[config.mk]
export PLATFORM = sky130hd
export DESIGN_NAME = mem_port_arbiter
export DESIGN_NICKNAME = d
export VERILOG_FILES = /design/src/rtl/mem_arb_pkg.sv /design/src/rtl/mem_arb_timer.sv /design/src/rtl/mem_port_arbiter.sv
export SDC_FILE = /design/constraint.sdc
export NUM_CORES = 1
export LEC_CHECK = 0
export CELL_PAD_IN_SITES_DETAIL_PLACEMENT = 1
export CELL_PAD_IN_SITES_GLOBAL_PLACEMENT = 1
export CORE_MARGIN = 5
export CORE_UTILIZATION = 34
export DETAILED_ROUTE_END_ITERATION = 16
export PLACE_DENSITY_LB_ADDON = 0.3
export REMOVE_ABC_BUFFERS = 1
export SYNTH_ARGS = -nofsm -noshare
export SYNTH_HDL_FRONTEND = slang
export SYNTH_SLANG_ARGS = --single-unit
export TNS_END_PERCENT = 10
[constraint.sdc]
create_clock -name clock -period 4.6 [get_ports clock]
set_input_delay 0.69 -clock clock [delete_from_list [all_inputs] [get_ports clock]]
set_output_delay 0.69 -clock clock [all_outputs]
set_load 0.01 [all_outputs]
[src/rtl/mem_arb_pkg.sv]
// mem_arb_pkg: shared state encoding and default sizing for the memory port arbiter
package mem_arb_pkg;
  localparam int XLEN_DEFAULT = 32;
  localparam int TIMEOUT_DEFAULT = 15;
  localparam int STARVE_MAX_DEFAULT = 4;
  typedef enum logic [1:0] {IDLE, FETCH, DATA} arbState_t;
endpackage

[src/rtl/mem_arb_timer.sv]
// mem_arb_timer: counts memory wait cycles of the granted transaction
//   clock/reset_n : clock, async active-low reset
//   clear         : restart count (grant)
//   enable        : count this cycle (busy, memory not ready)
//   expired       : count has reached TIMEOUT
module mem_arb_timer
  import mem_arb_pkg::*;
#(
  parameter int TIMEOUT = TIMEOUT_DEFAULT
) (
  input  logic clock,
  input  logic reset_n,
  input  logic clear,
  input  logic enable,
  output logic expired
);
  localparam int W = $clog2(TIMEOUT + 1);
  logic [W-1:0] waitCnt;
  assign expired = waitCnt == W'(TIMEOUT);
  // holds at TIMEOUT so the count never wraps while the abort is taken
  always_ff @(posedge clock or negedge reset_n)
    if (!reset_n) waitCnt <= '0;
    else if (clear) waitCnt <= '0;
    else if (enable && !expired) waitCnt <= waitCnt + 1'b1;
endmodule

[src/rtl/mem_port_arbiter.sv]
// mem_port_arbiter: shares one memory port between fetch and data requesters
//   if_*   : fetch requester (read only), if_valid pulses on completion
//   dm_*   : data requester (load/store), dm_valid pulses on completion
//   mem_*  : shared memory port; mem_err pulses on a timeout abort
//   stall_f/stall_m : combinational stalls while a request is outstanding
module mem_port_arbiter
  import mem_arb_pkg::*;
#(
  parameter int XLEN = XLEN_DEFAULT,
  parameter int TIMEOUT = TIMEOUT_DEFAULT,
  parameter int STARVE_MAX = STARVE_MAX_DEFAULT
) (
  input  logic            clock,
  input  logic            reset_n,
  input  logic            if_req,
  input  logic [XLEN-1:0] if_addr,
  output logic [XLEN-1:0] if_rdata,
  output logic            if_valid,
  input  logic            dm_req,
  input  logic            dm_we,
  input  logic [XLEN-1:0] dm_addr,
  input  logic [XLEN-1:0] dm_wdata,
  output logic [XLEN-1:0] dm_rdata,
  output logic            dm_valid,
  output logic            mem_req,
  output logic            mem_we,
  output logic [XLEN-1:0] mem_addr,
  output logic [XLEN-1:0] mem_wdata,
  input  logic [XLEN-1:0] mem_rdata,
  input  logic            mem_ready,
  output logic            mem_err,
  output logic            stall_f,
  output logic            stall_m
);
  localparam int SW = $clog2(STARVE_MAX + 1);
  arbState_t state;
  logic [SW-1:0] starveCnt;
  logic ifReqEff, dmReqEff, grantData, grantFetch, busy, expired, done, abort;
  // a requester whose valid is high this cycle is still holding its old request
  assign ifReqEff = if_req && !if_valid;
  assign dmReqEff = dm_req && !dm_valid;
  assign grantData = state == IDLE && dmReqEff && !(ifReqEff && starveCnt == SW'(STARVE_MAX));
  assign grantFetch = state == IDLE && ifReqEff && !grantData;
  assign busy = state != IDLE;
  assign done = busy && mem_ready;
  assign abort = busy && !mem_ready && expired;
  assign mem_req = busy;
  assign stall_f = if_req && !if_valid;
  assign stall_m = dm_req && !dm_valid;
  mem_arb_timer #(.TIMEOUT(TIMEOUT)) timer (
    .clock  (clock),
    .reset_n(reset_n),
    .clear  (grantData || grantFetch),
    .enable (busy && !mem_ready),
    .expired(expired)
  );
  always_ff @(posedge clock or negedge reset_n)
    if (!reset_n) begin
      state <= IDLE;
      starveCnt <= '0;
      mem_we <= 1'b0;
      mem_addr <= '0;
      mem_wdata <= '0;
      if_rdata <= '0;
      if_valid <= 1'b0;
      dm_rdata <= '0;
      dm_valid <= 1'b0;
      mem_err <= 1'b0;
    end else begin
      if_valid <= 1'b0;
      dm_valid <= 1'b0;
      mem_err <= 1'b0;
      if (grantData) begin
        state <= DATA;
        mem_addr <= dm_addr;
        mem_we <= dm_we;
        mem_wdata <= dm_wdata;
        starveCnt <= (if_req && starveCnt != SW'(STARVE_MAX)) ? starveCnt + 1'b1 : starveCnt;
      end else if (grantFetch) begin
        state <= FETCH;
        mem_addr <= if_addr;
        mem_we <= 1'b0;
        mem_wdata <= '0;
        starveCnt <= '0;
      end else if (done || abort) begin
        state <= IDLE;
        mem_err <= abort;
        if (state == FETCH) begin
          if_valid <= 1'b1;
          if_rdata <= done ? mem_rdata : '0;
        end else begin
          dm_valid <= 1'b1;
          if (!mem_we) dm_rdata <= done ? mem_rdata : '0;
        end
      end
    end
endmodule

==> impl_metrics.yaml <==
outcome:
  status: "completed"
clocking:
  ctsResizeCount: 0
  worstSkewPairLatency_ns: 0.41
  cts.clk_slew.worst_paths_ns: 0.06
  cts-root-buf: "clkbuf_16"
  holdBufCountCts: 0
  cts.sinks: 141
  cts_setup_buffers: 0
  cts_buffer_depth: 2
  cts_tree: "yes"
  cts_max_level: 4
  cts_buffers: 17
die:
  rows: 46
  start_util: 0.347
  dieArea_um2: 18900
  io-pin-count: 269
  core_area_um2: 15900
  die_h_um: 137
  die_w_um: 137
drt:
  dr.first_iter.drc_count: 220
  viasPerCell: 5.29
  vias: 4672
  routed_wl_um: 20200
  ant_nets: 0
  firstDrtPassIters: 4
  wl_per_cell_um: 22.8
  drc: 0
cells_and_area:
  post-route-util: 0.564
  fin_area_um2: 8950
  diodes: 0
  fin_nets: 791
  drive_gt1_frac: 0.0765
  syn_to_final_growth_pct: 62.4
timing:
  slew_headroom: 0.384
  worstMarginPinSlew_ns: 0.920
  fmax_ghz: 0.353
  layout_min_cycle_time_ns: 2.84
  fin_crit_sh: 0.616
  hold_viol: 0
  setup_violations: 0
  fin_worst_skew_ns: 0.00586
  fin_tns_setup_ns: 0
  drv_slew: 0
  holdWs_ns: 0.212
  rsz0062_at_grt: "false"
global_route:
  grt_pass1_wl_um: 30600
  first_global_vias: 5146
  grt_overflow: 0
  grt_max_degree: 55
  grt.total_usage: 0.215
  antenna_found_initial: 0
pwr:
  p_leak_nw: 4.01
  power-per-cell-area_nw_per_um2: 688
  ir_worst_vdd_mv: 0.380
critical_path:
  cp_common_cell: "clkdlybuf4s50_1"
  cp.arrival_ns: 2.15
  critPathLaunchType: "input port"
  crit_path_top_delay_cell: "clkdlybuf4s50_1"
  critPathCaptureType: "primary output"
  crit_path_max_fanout: 6
  cpPeakStageDelay_ns: 0.59
  reg2reg_slack_ns: 2.35
  critPathKind: "in -> out"
  path_cells: "clkdlybuf4s50_1, and2b_1, clkdlybuf4s50_1"
  required_ns: 3.91
placement:
  dp_hpwl_um: 14500
  port_buffers: 268
  postPlaceCellArea_um2: 8360
  gp_congestion: 0.814
logic_synthesis:
  yosys.area_share.adder: 0.00681
  synthTopCellsByArea: "dfrtp_1, a22o_1, a221o_1"
  yosysUniqueCellTypes: 40
  synthCells: 393
  synth_top_area_cell: "dfrtp_1"
  synthXorXnorAreaFrac: 0
  synth_seq_area_share: 0.640
  synthSimpleGateAreaFrac: 0.0692
  synth-edff-count: 0
  syn_area_per_cell_um2: 14.0
  ys_warn_count: 0
  async_flop_share: 1.00
  ys_seq_elements: 141
  synth_compound_area_frac: 0.239
  synth_top_family_by_area: "compound AO/OA/AOI/OAI gates"
  ys.flop_type: "dfrtp_1"
  muxShareOfSynthArea: 0.00408
  synth_area_um2: 5510
  synth_top_area_frac: 0.640
min_path:
  min_path_type: "in -> async"
job:
  maxCapViolCount: 0
[per-layer routing]
| metal | wire length (um) | GRT usage | vias to the layer above |
|---|---|---|---|
| li1 | - | - | 2063 |
| met1 | 7640 | 0.255 | 2409 |
| met2 | 10800 | 0.371 | 161 |
| met3 | 1030 | 0.0559 | 39 |
| met4 | 693 | 0.0926 | 0 |
| met5 | 0 | 0 | - |
[path summary, 6_finish.rpt]
path / from / to / cells past startpoint
setup / recovery: if_req / stall_f / 3
hold / removal: reset_n / mem_wdata[6] / 1
setup reg to reg: if_valid / mem_wdata[12] / 4
hold reg to reg: dm_rdata[17] / dm_rdata[17] / 1
max in group asynchronous: reset_n / if_rdata[3] / 2
min in group clock: dm_rdata[17] / dm_rdata[17] / 1
[layout make-up]
class | count | area (um2)
clock inverters | 14 | 169
clock buffers | 18 | 429
inverters | 6 | 22.5
well taps | 216 | 270
fillers | 1605 | 6930
repair buffers | 279 | 2770
multi-input cells | 209 | 1770
flip-flops and latches | 141 | 3530
[critical path: cells and delay by family]
family / cells / cell delay [ns]
AND/OR/NAND/NOR: 1 / 0.30
buffers and inverters: 2 / 1.16
[cell usage after synthesis (all sizes together) (2+ instances only)]
master	number
or3b	3
a21oi	5
a22o	97
or3	3
o31ai	2
o21ai	3
nor2b	3
ha	3
inv	6
buf	21
dfrtp	141
and3b	2
and2	2
nor2	3
clkbuf	16
and3	34
mux2	2
a221o	32
[metrics by stage]
| step | total power [W] | setup WS (ns) | cells |
|---|---|---|---|
| 4_1_cts | 0.00624 | 1.76 | 883 |
| 3_3_place_gp | 0.00469 | 1.70 | 851 |
| 6_report | 0.00616 | 1.76 | 883 |
| 2_1_floorplan | 0.00319 | 1.04 | 356 |
| 5_1_grt | 0.00648 | 1.68 | 883 |
| 3_5_place_dp | 0.00480 | 1.61 | 851 |
[cell families after synthesis]
group,count (synthesis)
buf+inv,43
compound gates,148
mux,2
simple gates,56
fa+ha+maj,3
flops,141
[placed cells by master, fill, tap and decap left out, drive strengths merged, types with 5 or more instances in the layout]
master         count
buf               12
clkdlybuf4s50    267
a21oi              5
dfrtp            141
inv                7
a221o             32
and3              34
clkinv             8
clkbuf            18
a22o              97
[state kept, by name, summed over array words and instances, names as in the netlist]
| register | flops |
|---|---|
| dm_rdata | 32 |
| dm_valid | 1 |
| if_rdata | 32 |
| if_valid | 1 |
| mem_addr | 32 |
| mem_err | 1 |
| mem_wdata | 32 |
| mem_we | 1 |
| starveCnt | 3 |
| state | 2 |
| timer.waitCnt | 4 |
[where the power goes]
part,total [W],internal (W),switching [W]
sequential,0.00213,0.00178,0.000346
combinational,0.00264,0.00152,0.00112
clock,0.00140,0.000853,0.000543
total,0.00616,0.00415,0.00201
Power figures use the tool's default switching activity.
